File: config.mk
export PLATFORM = sky130hd
export DESIGN_NAME = regfile_port_arbiter
export DESIGN_NICKNAME = d
export VERILOG_FILES = /design/src/rtl/regfile_arb_pkg.sv /design/src/rtl/regfile_port_arbiter_rr_pick.sv /design/src/rtl/regfile_port_arbiter.sv
export SDC_FILE = /design/constraint.sdc
export NUM_CORES = 1
export LEC_CHECK = 0
export CORE_UTILIZATION = 40
export CTS_BUF_LIST = sky130_fd_sc_hd__clkbuf_16
export DETAILED_ROUTE_END_ITERATION = 12
export HOLD_SLACK_MARGIN = 0.03
export PLACE_DENSITY = 0.79
export SETUP_SLACK_MARGIN = 0.2
export SYNTH_ARGS = -nofsm -noshare
export SYNTH_HDL_FRONTEND = slang
export SYNTH_SLANG_ARGS = --single-unit
File: constraint.sdc
create_clock -name clk -period 15.2 [get_ports clk]
set_input_delay 4.56 -clock clk [delete_from_list [all_inputs] [get_ports clk]]
set_output_delay 4.56 -clock clk [all_outputs]
set_load 0.05 [all_outputs]
File: src/rtl/regfile_arb_pkg.sv
// Shared definitions for the register-file port arbiter.
//   RF_ADDR_W / RF_DEPTH : register file geometry (32 x DATA_WIDTH)
//   arb_state_t          : arbiter mode, RUN (granting) or ERR (frozen)
//   clog2                : index width helper, never returns less than 1
package regfile_arb_pkg;

  localparam int RF_ADDR_W = 5;
  localparam int RF_DEPTH  = 32;

  typedef enum logic {
    RUN = 1'b0,
    ERR = 1'b1
  } arb_state_t;

  // Bounded loop keeps this usable as a constant function for parameter widths.
  function automatic int clog2(input int n);
    int w;
    w = 1;
    for (int i = 0; i < 31; i++) begin
      if ((1 << i) < n) w = i + 1;
    end
    return w;
  endfunction

endpackage

File: src/rtl/regfile_port_arbiter_rr_pick.sv
// Round-robin picker.
//   req   : candidate mask
//   ptr   : scan start index
//   excl  : candidates to ignore this cycle
//   found : at least one eligible candidate exists
//   idx   : first eligible candidate at or after ptr (wrapping), 0 if none
module rr_pick
  import regfile_arb_pkg::*;
#(
  parameter int N  = 4,
  parameter int IW = clog2(N)
) (
  input  logic [N-1:0]  req,
  input  logic [IW-1:0] ptr,
  input  logic [N-1:0]  excl,
  output logic          found,
  output logic [IW-1:0] idx
);

  // Walk the candidates in scan order and latch the first eligible one.
  always_comb begin
    int            pos;
    logic [IW-1:0] pos_idx;
    found   = 1'b0;
    idx     = '0;
    pos     = 0;
    pos_idx = '0;
    for (int k = 0; k < N; k++) begin
      pos     = (int'(ptr) + k) % N;
      pos_idx = IW'(pos);
      if (!found && req[pos_idx] && !excl[pos_idx]) begin
        found = 1'b1;
        idx   = pos_idx;
      end
    end
  end

endmodule

File: src/rtl/regfile_port_arbiter.sv
// Arbiter sharing one 32-entry register file (1 write port, 2 registered
// read ports) among NUM_REQ requesters.
//   clk, reset                 : clock, synchronous active-high reset
//   req_valid/we/addr/wdata    : per-requester request bundle
//   req_ready                  : per-requester grant (combinational)
//   rsp_valid/rsp_data         : read response, one cycle after grant
//   rf_din/wad/wen             : register file write port
//   rf_rad1/2, rf_ren1/2       : register file read ports
//   rf_dout1/2                 : register file read data (1-cycle latency)
//   rf_collision               : sticky register file collision flag
//   err, err_clr               : error indication and its clear
module regfile_port_arbiter
  import regfile_arb_pkg::*;
#(
  parameter int DATA_WIDTH = 16,
  parameter int NUM_REQ    = 4
) (
  input  logic                            clk,
  input  logic                            reset,
  input  logic [NUM_REQ-1:0]              req_valid,
  input  logic [NUM_REQ-1:0]              req_we,
  input  logic [NUM_REQ*RF_ADDR_W-1:0]    req_addr,
  input  logic [NUM_REQ*DATA_WIDTH-1:0]   req_wdata,
  output logic [NUM_REQ-1:0]              req_ready,
  output logic [NUM_REQ-1:0]              rsp_valid,
  output logic [NUM_REQ*DATA_WIDTH-1:0]   rsp_data,
  output logic [DATA_WIDTH-1:0]           rf_din,
  output logic [RF_ADDR_W-1:0]            rf_wad,
  output logic                            rf_wen,
  output logic [RF_ADDR_W-1:0]            rf_rad1,
  output logic [RF_ADDR_W-1:0]            rf_rad2,
  output logic                            rf_ren1,
  output logic                            rf_ren2,
  input  logic [DATA_WIDTH-1:0]           rf_dout1,
  input  logic [DATA_WIDTH-1:0]           rf_dout2,
  input  logic                            rf_collision,
  output logic                            err,
  input  logic                            err_clr
);

  localparam int IW = clog2(NUM_REQ);

  arb_state_t state, state_next;

  logic [IW-1:0] rr_ptr, rr_ptr_next;
  logic [IW-1:0] p1_owner, p2_owner;
  logic          p1_vld, p2_vld;

  logic [RF_ADDR_W-1:0]  addr_of  [NUM_REQ];
  logic [DATA_WIDTH-1:0] wdata_of [NUM_REQ];

  logic [NUM_REQ-1:0] wr_req, rd_req, no_excl, rd_excl1, rd_excl2;
  logic               w_found, p1_found, p2_found;
  logic [IW-1:0]      w_idx, p1_idx, p2_idx;
  logic [RF_ADDR_W-1:0] w_addr, p1_addr;
  logic               grant_en, grant_w, grant_1, grant_2;

  // Split the flat request buses into per-requester views.
  always_comb begin
    for (int i = 0; i < NUM_REQ; i++) begin
      addr_of[i]  = req_addr[i*RF_ADDR_W +: RF_ADDR_W];
      wdata_of[i] = req_wdata[i*DATA_WIDTH +: DATA_WIDTH];
    end
  end

  assign wr_req  = req_valid & req_we;
  assign rd_req  = req_valid & ~req_we;
  assign no_excl = '0;

  rr_pick #(.N(NUM_REQ), .IW(IW)) u_pick_wr (
    .req  (wr_req),
    .ptr  (rr_ptr),
    .excl (no_excl),
    .found(w_found),
    .idx  (w_idx)
  );

  assign w_addr = addr_of[w_idx];

  // Readers that hit the granted write address are held off so the register
  // file never sees a read and write of one address together; the second
  // port additionally avoids the first port's address. Excluding by address
  // also removes the port-1 winner itself from the port-2 scan.
  always_comb begin
    for (int i = 0; i < NUM_REQ; i++) begin
      rd_excl1[i] = w_found && (addr_of[i] == w_addr);
      rd_excl2[i] = rd_excl1[i] || (p1_found && (addr_of[i] == p1_addr));
    end
  end

  rr_pick #(.N(NUM_REQ), .IW(IW)) u_pick_rd1 (
    .req  (rd_req),
    .ptr  (rr_ptr),
    .excl (rd_excl1),
    .found(p1_found),
    .idx  (p1_idx)
  );

  assign p1_addr = addr_of[p1_idx];

  rr_pick #(.N(NUM_REQ), .IW(IW)) u_pick_rd2 (
    .req  (rd_req),
    .ptr  (rr_ptr),
    .excl (rd_excl2),
    .found(p2_found),
    .idx  (p2_idx)
  );

  // Grants are suppressed while in ERR and during reset.
  assign grant_en = (state == RUN) && !reset;
  assign grant_w  = grant_en && w_found;
  assign grant_1  = grant_en && p1_found;
  assign grant_2  = grant_en && p2_found;

  // State register.
  always_ff @(posedge clk) begin
    if (reset) state <= RUN;
    else       state <= state_next;
  end

  // Next-state logic: a sampled collision freezes the arbiter; leaving ERR
  // needs err_clr while the collision flag is already clear.
  always_comb begin
    state_next = state;
    case (state)
      RUN:     if (rf_collision) state_next = ERR;
      ERR:     if (err_clr && !rf_collision) state_next = RUN;
      default: state_next = RUN;
    endcase
  end

  // Output logic: grants, register file controls, response routing.
  // Idle read addresses are the inverse of the write address so they can
  // never alias an active write.
  always_comb begin
    logic [RF_ADDR_W-1:0] wad;
    req_ready = '0;
    rsp_valid = '0;
    rsp_data  = '0;
    err       = (state == ERR);
    wad       = grant_w ? w_addr : '0;
    rf_wen    = grant_w;
    rf_wad    = wad;
    rf_din    = grant_w ? wdata_of[w_idx] : '0;
    rf_ren1   = grant_1;
    rf_rad1   = grant_1 ? p1_addr : ~wad;
    rf_ren2   = grant_2;
    rf_rad2   = grant_2 ? addr_of[p2_idx] : ~wad;
    if (grant_w) req_ready[w_idx]  = 1'b1;
    if (grant_1) req_ready[p1_idx] = 1'b1;
    if (grant_2) req_ready[p2_idx] = 1'b1;
    for (int i = 0; i < NUM_REQ; i++) begin
      if (p1_vld && (p1_owner == IW'(i))) begin
        rsp_valid[i]                        = 1'b1;
        rsp_data[i*DATA_WIDTH +: DATA_WIDTH] = rf_dout1;
      end
      if (p2_vld && (p2_owner == IW'(i))) begin
        rsp_valid[i]                        = 1'b1;
        rsp_data[i*DATA_WIDTH +: DATA_WIDTH] = rf_dout2;
      end
    end
  end

  // Pointer moves just past the earliest grant in scan order, so that
  // requester gets lowest priority next cycle.
  always_comb begin
    int            pos;
    logic [IW-1:0] pos_idx;
    logic          hit;
    rr_ptr_next = rr_ptr;
    hit         = 1'b0;
    pos         = 0;
    pos_idx     = '0;
    for (int k = 0; k < NUM_REQ; k++) begin
      pos     = (int'(rr_ptr) + k) % NUM_REQ;
      pos_idx = IW'(pos);
      if (!hit && req_ready[pos_idx]) begin
        hit         = 1'b1;
        rr_ptr_next = IW'((pos + 1) % NUM_REQ);
      end
    end
  end

  // Pointer and per-port owner tracking for the one-cycle read latency.
  always_ff @(posedge clk) begin
    if (reset) begin
      rr_ptr   <= '0;
      p1_owner <= '0;
      p2_owner <= '0;
      p1_vld   <= 1'b0;
      p2_vld   <= 1'b0;
    end else begin
      rr_ptr   <= rr_ptr_next;
      p1_owner <= p1_idx;
      p2_owner <= p2_idx;
      p1_vld   <= grant_1;
      p2_vld   <= grant_2;
    end
  end

endmodule

Word level (Yosys, flattened, before mapping)
Index checks and enable logic that the tools add are counted.
{ "word_totals": {"regBits": 9, "latchBits": 0, "ram_bits": 0, "romBits": 0, "in_bits": 128, "output_inout_bits": 107, "wordCells": 253, "mem_count": 0} }
{ "classes": {"n_addsub": 6, "n_mul": 0, "n_div": 0, "magnitude_cmp": 13, "n_eq_ne": 14, "shifts": 0, "mux": 123, "bitwise_logic": 10, "n_reduce_logical": 81} }
{ "op_table": {"columns": ["cell", "n"], "rows": [
  ["$mux W16", 11],
  ["$mux W1", 52],
  ["$bmux W1 S2", 24],
  ["$logic_and A1 B1 Y1", 48],
  ["$mux W5", 9],
  ["$eq A5 B5 Y1", 8],
  ["$bmux W16 S2", 1],
  ["$mux W2", 16],
  ["$bmux W5 S2", 3],
  ["$logic_not A1 Y1", 26],
  ["$lt A2 B3 Y1 const B", 7],
  ["$mux W4", 3],
  ["$add A2 B2 Y2 const B", 5],
  ["$ge A3 B3 Y1 const B", 3],
  ["$not A2 Y3", 3],
  ["$and A4 B4 Y4", 2],
  ["$eq A2 B2 Y1 const B", 4],
  ["$or A4 B4 Y4", 2],
  ["$demux W1 S2", 3],
  ["$ge A2 B1 Y1 const B", 3],
  ["$not A5 Y5", 1],
  ["$eq A2 B1 Y1 const B", 2],
  ["$logic_not A2 Y1", 2],
  ["$logic_or A1 B1 Y1", 4],
  ["5 further kinds", 5]
]} }

Longest topological paths before layout
{ "depth": {"depth_word": 82, "mapped_depth": 27, "depth_no_buf": 22} }

Cells and area by module
Synthesis repeated with hierarchy kept, for this count alone.
{ "hier_totals": {"cells_unflattened": 409, "area_unflattened_um2": 3439.5} }
{ "by_module_without_submodules": {"columns": ["module", "n_inst", "cells_per_inst", "area_per_inst_um2", "seq_area_each_um2"], "rows": [
  ["regfile_port_arbiter", 1, 358, 3116.7, 180.2],
  ["rr_pick", 3, 17, 107.6, 0.0]
]} }

Worst setup path before layout
Ideal clock, no wire load.
{ "synth_timing": {"path_kind": "input -> output", "from": "input port req_addr[14]", "to": "output port rf_rad2[3]", "arrival_ns": 10.096, "required_time_ns": 10.640, "slack_ns": 0.544, "path_stages": 22, "n_path_buf": 2, "path_cell_list": "clkbuf_1 > xor2_1 > or4_1 > a21oi_1 > a2111oi_0 > a31oi_1 > nand2_1 > nor3b_4 > o221ai_2 > o31ai_4 > a21oi_1 > o21ai_0 > or3b_1 > a2111oi_2 > nand4_2 > a32oi_1 > a22oi_1 > mux2i_1 > or2_1 > buf_6 > mux2_1 > a21oi_1"} }
{ "synth_between": {"elab_chain_len": 51, "elab_cells_between_ends": 93, "classes_between": "eq/ne: 8; mux: 42; bitwise: 2; reduce/logical: 41"} }
{ "synth_rtl": {"columns": ["element", "line", "text"], "rows": [
  ["start, declared", "regfile_port_arbiter.sv:22", "input logic [NUM_REQ*RF_ADDR_W-1:0] req_addr,"],
  ["$bmux W5 S2", "regfile_port_arbiter.sv:78", "assign w_addr = addr_of[w_idx];"],
  ["$mux W5 (not written as such) (2 in a row)", "regfile_port_arbiter.sv:78", null],
  ["$eq A5 B5 Y1", "regfile_port_arbiter.sv:86", "rd_excl1[i] = w_found && (addr_of[i] == w_addr);"],
  ["$logic_and A1 B1 Y1", "regfile_port_arbiter.sv:86", null],
  ["$bmux W1 S2", "regfile_port_arbiter_rr_pick.sv:31", "if (!found && req[pos_idx] && !excl[pos_idx]) begin"],
  ["$mux W1 (not written as such)", "regfile_port_arbiter_rr_pick.sv:31", null],
  ["$logic_not A1 Y1", "regfile_port_arbiter_rr_pick.sv:31", null],
  ["$logic_and A1 B1 Y1", "regfile_port_arbiter_rr_pick.sv:31", null],
  ["(+32 left out)", null, null],
  ["$mux W1", "regfile_port_arbiter_rr_pick.sv:31", null],
  ["$logic_not A1 Y1", "regfile_port_arbiter_rr_pick.sv:31", null],
  ["$logic_and A1 B1 Y1 (2 in a row)", "regfile_port_arbiter_rr_pick.sv:31", null],
  ["$mux W2", "regfile_port_arbiter_rr_pick.sv:31", null],
  ["$not A2 Y3 (not written as such)", "regfile_port_arbiter.sv:148", "rf_rad2 = grant_2 ? addr_of[p2_idx] : ~wad;"],
  ["$bmux W5 S2", "regfile_port_arbiter.sv:148", null],
  ["$mux W5 (not written as such) (2 in a row)", "regfile_port_arbiter.sv:148", null],
  ["$mux W5 (*)", "regfile_port_arbiter.sv:148", null],
  ["end, declared", "regfile_port_arbiter.sv:31", "output logic [RF_ADDR_W-1:0] rf_rad2,"]
]} }
Every way passes the cells marked *; elsewhere a longest branch is shown, timed or not. The select of a mux whose other input is x is not followed.

Worst setup path after layout
{ "layout_timing": {"from": "input port req_valid[2]", "to": "output port rf_rad2[2]"} }
{ "layout_between": {"elab_chain_len": 69, "elab_cells_between_ends": 133, "classes_between": "eq/ne: 8; mux: 67; bitwise: 6; reduce/logical: 52"} }
{ "layout_rtl": {"columns": ["element", "line", "text"], "rows": [
  ["start, declared", "regfile_port_arbiter.sv:20", "input logic [NUM_REQ-1:0] req_valid,"],
  ["$and A4 B4 Y4", "regfile_port_arbiter.sv:66", "assign wr_req = req_valid & req_we;"],
  ["$bmux W1 S2", "regfile_port_arbiter_rr_pick.sv:31", null],
  ["$mux W1 (not written as such)", "regfile_port_arbiter_rr_pick.sv:31", null],
  ["$logic_and A1 B1 Y1", "regfile_port_arbiter_rr_pick.sv:31", null],
  ["$mux W1", "regfile_port_arbiter_rr_pick.sv:31", null],
  ["$logic_not A1 Y1", "regfile_port_arbiter_rr_pick.sv:31", null],
  ["$logic_and A1 B1 Y1 (2 in a row)", "regfile_port_arbiter_rr_pick.sv:31", null],
  ["$mux W1", "regfile_port_arbiter_rr_pick.sv:31", null],
  ["(+50 left out)", null, null],
  ["$mux W1", "regfile_port_arbiter_rr_pick.sv:31", null],
  ["$logic_not A1 Y1", "regfile_port_arbiter_rr_pick.sv:31", null],
  ["$logic_and A1 B1 Y1 (2 in a row)", "regfile_port_arbiter_rr_pick.sv:31", null],
  ["$mux W2", "regfile_port_arbiter_rr_pick.sv:31", null],
  ["$not A2 Y3 (not written as such)", "regfile_port_arbiter.sv:148", null],
  ["$bmux W5 S2", "regfile_port_arbiter.sv:148", null],
  ["$mux W5 (not written as such) (2 in a row)", "regfile_port_arbiter.sv:148", null],
  ["$mux W5 (*)", "regfile_port_arbiter.sv:148", null]
]} }
Marked as above.

==> impl_metrics.json <==
{
  "status": "finished, final reports clean",
  "cp-end-kind": "output pin",
  "post-place-ws_ns": -0.261,
  "clkSlewWorstSetupHoldPaths_ns": 0.04,
  "clockRootBuffer": "clkbuf_16",
  "min_from": "err$_SDFF_PP0_",
  "maxCapViolations": 0,
  "cpPeakStageDelay_ns": 0.60,
  "hp-class": "reg -> reg",
  "swShare": 0.549,
  "worst_pin_slew_ns": 1.20,
  "r2r_slack_ns": 7.45,
  "fin_crit_ns": 15.16,
  "drt_wl_total_mm": 29.4,
  "peakVddDrop_mv": 0.220,
  "clock-sinks": 9,
  "rows": 39,
  "period_share": 0.998,
  "setup_violations": 0,
  "crit_slowest_cell": "or4_4",
  "crit_top_cell": "buf_4",
  "rsz0062_at_grt": "true",
  "fin_nets": 1156,
  "worstHoldPathCells": 2,
  "power_density_mw_per_mm2": 209,
  "rr_endpoint": "rr_ptr[0]$_SDFFE_PP0P_",
  "clkLatencyLatePin_ns": 0.24,
  "postSynth.asyncResetShare": 0,
  "dominantRegCellSynth": "dfxtp_1",
  "syn_inst": 662,
  "worstSetupPathType": "in -> out",
  "rr_startpoint": "rr_ptr[0]$_SDFFE_PP0P_",
  "grt_pass1_wl_mm": 42.8,
  "synth_nets": 790,
  "grt_start_max_net_pins": 39,
  "die_x_um": 112,
  "internal-power_uw": 881,
  "antennaDiodeCount": 0,
  "overflow": 0,
  "p_leak_nw": 3.90,
  "die_y_um": 112,
  "min_to": "err$_SDFF_PP0_",
  "comb_power_share": 0.942,
  "io_pins": 235,
  "p_seq_frac": 0.034,
  "first_iter_violations": 1249,
  "syn_area_sq_mm": 0.00488,
  "avgSynthCellArea_sq_um": 7.37,
  "clkPwrFrac": 0.024,
  "yosysSeqAreaShare": 0.0369,
  "setup_tns_ns": 0,
  "switching_power_mw": 1.07,
  "area_growth_pct": 92.0,
  "ys_warn_count": 0,
  "grtUsageTotal": 0.436,
  "postCtsHoldBufs": 0,
  "cts_buffer_depth": 2,
  "cts_tree": "yes",
  "nFillCells": 764,
  "worstPathArrival_ns": 10.60,
  "drc": 0,
  "fin_ws_ns": 0.0356,
  "dpl.hpwl_mm": 21.6,
  "gp_congestion": 1.06,
  "cts_buffers": 3,
  "vias": 7934,
  "synth_seq_cells": 9,
  "viasPerCell": 6.78,
  "hold_viol": 0,
  "drive_gt1_frac": 0.329,
  "antenna_found_initial": 0,
  "final_cell_mix": "197 x clkdlybuf4s50_1, 171 x buf_4, 67 x a22o_1, 52 x nor2_1, 40 x nand2_1",
  "startpoint_type": "input port",
  "htreeDepth": 1,
  "r2r_cells": 30,
  "die-area_sq_mm": 0.0126,
  "fp.coreArea_sq_mm": 0.0117,
  "wl_per_cell_um": 25.1,
  "start_util": 0.418,
  "slew_viol_final": 0,
  "synth-edff-count": 0,
  "final_common_cell": "clkdlybuf4s50_1",
  "fmax_ghz": 0.0659,
  "final_antenna_net_count": 0,
  "first_global_vias": 7469,
  "finalClockSkew_ns": 0.00199,
  "synth_cell_types": 102,
  "slew_headroom": 0.194,
  "crit_fanout": 5,
  "cp.required_ns": 10.64,
  "numPortBuffers": 234,
  "dr.pass1.iters": 9
}
## worst max-delay path by stage
stage            startpoint          to  slack, ns  cells after the start
2_1_floorplan  req_addr[14]  rf_rad2[3]       0.54                     22
3_3_place_gp   req_valid[3]  rf_rad2[3]      -0.14                     25
3_5_place_dp      req_we[3]  rf_rad2[3]      -0.26                     25
4_1_cts         req_addr[1]  rf_rad2[2]       0.20                     28
5_1_grt        req_addr[17]  rf_rad2[2]      -0.04                     30
6_report       req_valid[2]  rf_rad2[2]       0.04                     27
## per-stage QoR
| stage | util | instances | hold WS, ns | total power, mW | area [sq um] |
|---|---|---|---|---|---|
| 2_1_floorplan | - | 662 | 0.744 | 0.968 | 4880 |
| 3_3_place_gp | 0.713 | 1121 | 0.524 | 1.57 | 8310 |
| 3_5_place_dp | 0.713 | 1121 | 0.531 | 1.59 | 8310 |
| 4_1_cts | 0.755 | 1145 | 0.570 | 1.76 | 8810 |
| 5_1_grt | 0.803 | 1170 | 0.595 | 2.02 | 9370 |
| 6_report | 0.803 | 1170 | 0.568 | 1.95 | 9370 |
## registers in the layout, indices dropped and copies added (netlist names)
register	count
rr_ptr	2
p2_vld	1
p2_owner	2
err	1
p1_owner	2
p1_vld	1
## worst max-delay path: cells and delay by family
kind,cells,cell delay [ns]
multiplexers,2,0.66
buffers and inverters,7,1.07
XOR/XNOR,1,0.13
AND/OR/NAND/NOR,4,1.22
AO/OA/AOI/OAI,13,2.94
## per-layer routing
metal  track usage  wire, um  share of wire
met5             0         0              0
met4         0.212      2090          0.071
met3         0.110      3520           0.12
met2         0.734     13500           0.46
met1         0.518     10300           0.35
## final cells by class
cell class | instances | area [sq um] | area share
clock buffer | 3 | 75.1 | 0.00801
clock inverter | 1 | 3.75 | 0.000401
inverter | 30 | 113 | 0.0120
multi-input combinational | 565 | 4870 | 0.520
sequential | 9 | 181 | 0.0194
tap | 143 | 179 | 0.0191
timing repair buffer | 419 | 3950 | 0.421
## cell usage after synthesis (all sizes together), types with 4 or more instances
| cell | instances | area (sq um) |
|---|---|---|
| a2111oi | 4 | 47.6 |
| a211oi | 13 | 113 |
| a21o | 9 | 67.6 |
| a21oi | 34 | 181 |
| a22o | 67 | 587 |
| a22oi | 7 | 66.3 |
| a311oi | 4 | 47.6 |
| a31oi | 11 | 105 |
| a32oi | 4 | 35.0 |
| and2 | 18 | 113 |
| and3 | 8 | 55.1 |
| buf | 21 | 119 |
| clkbuf | 37 | 139 |
| dfxtp | 9 | 180 |
| inv | 29 | 109 |
| mux2i | 22 | 236 |
| mux4 | 17 | 383 |
| nand2 | 45 | 171 |
| nand2b | 8 | 50.1 |
| nand3 | 29 | 145 |
| nand4 | 8 | 56.3 |
| nor2 | 55 | 225 |
| nor2b | 11 | 71.3 |
| nor3 | 19 | 100 |
| nor3b | 4 | 41.3 |
| nor4 | 5 | 31.3 |
| o2111ai | 7 | 61.3 |
| o211ai | 15 | 128 |
| o21a | 7 | 52.6 |
| o21ai | 24 | 128 |
| o221ai | 6 | 71.3 |
| o22ai | 7 | 43.8 |
| o311ai | 5 | 43.8 |
| o31ai | 5 | 56.3 |
| or4 | 6 | 52.6 |
| xnor2 | 21 | 184 |
| xor2 | 14 | 123 |
## cells by family after synthesis
group / synth area share
buf+inv: 0.0759
simple gates: 0.255
flops: 0.0369
mux: 0.135
xor+xnor: 0.0628
compound gates: 0.434
## what timing repair did
item | 4_1_cts | 5_1_grt
pin swaps | 31 | 51
resized for setup | 48 | 118
setup buffers | 20 | 25
setup endpoints to repair | 9 | 9
## power groups by stage
stage / logic [mW] / registers [mW] / clock network [mW]
detailed placement: 1.53 / 0.0612 / 0
global route: 1.90 / 0.0675 / 0.0476
finish: 1.84 / 0.0667 / 0.0460
floorplan: 0.930 / 0.0384 / 0
CTS: 1.65 / 0.0630 / 0.0460
global placement: 1.51 / 0.0599 / 0
No activity file was read; power rests on OpenSTA's default activity.
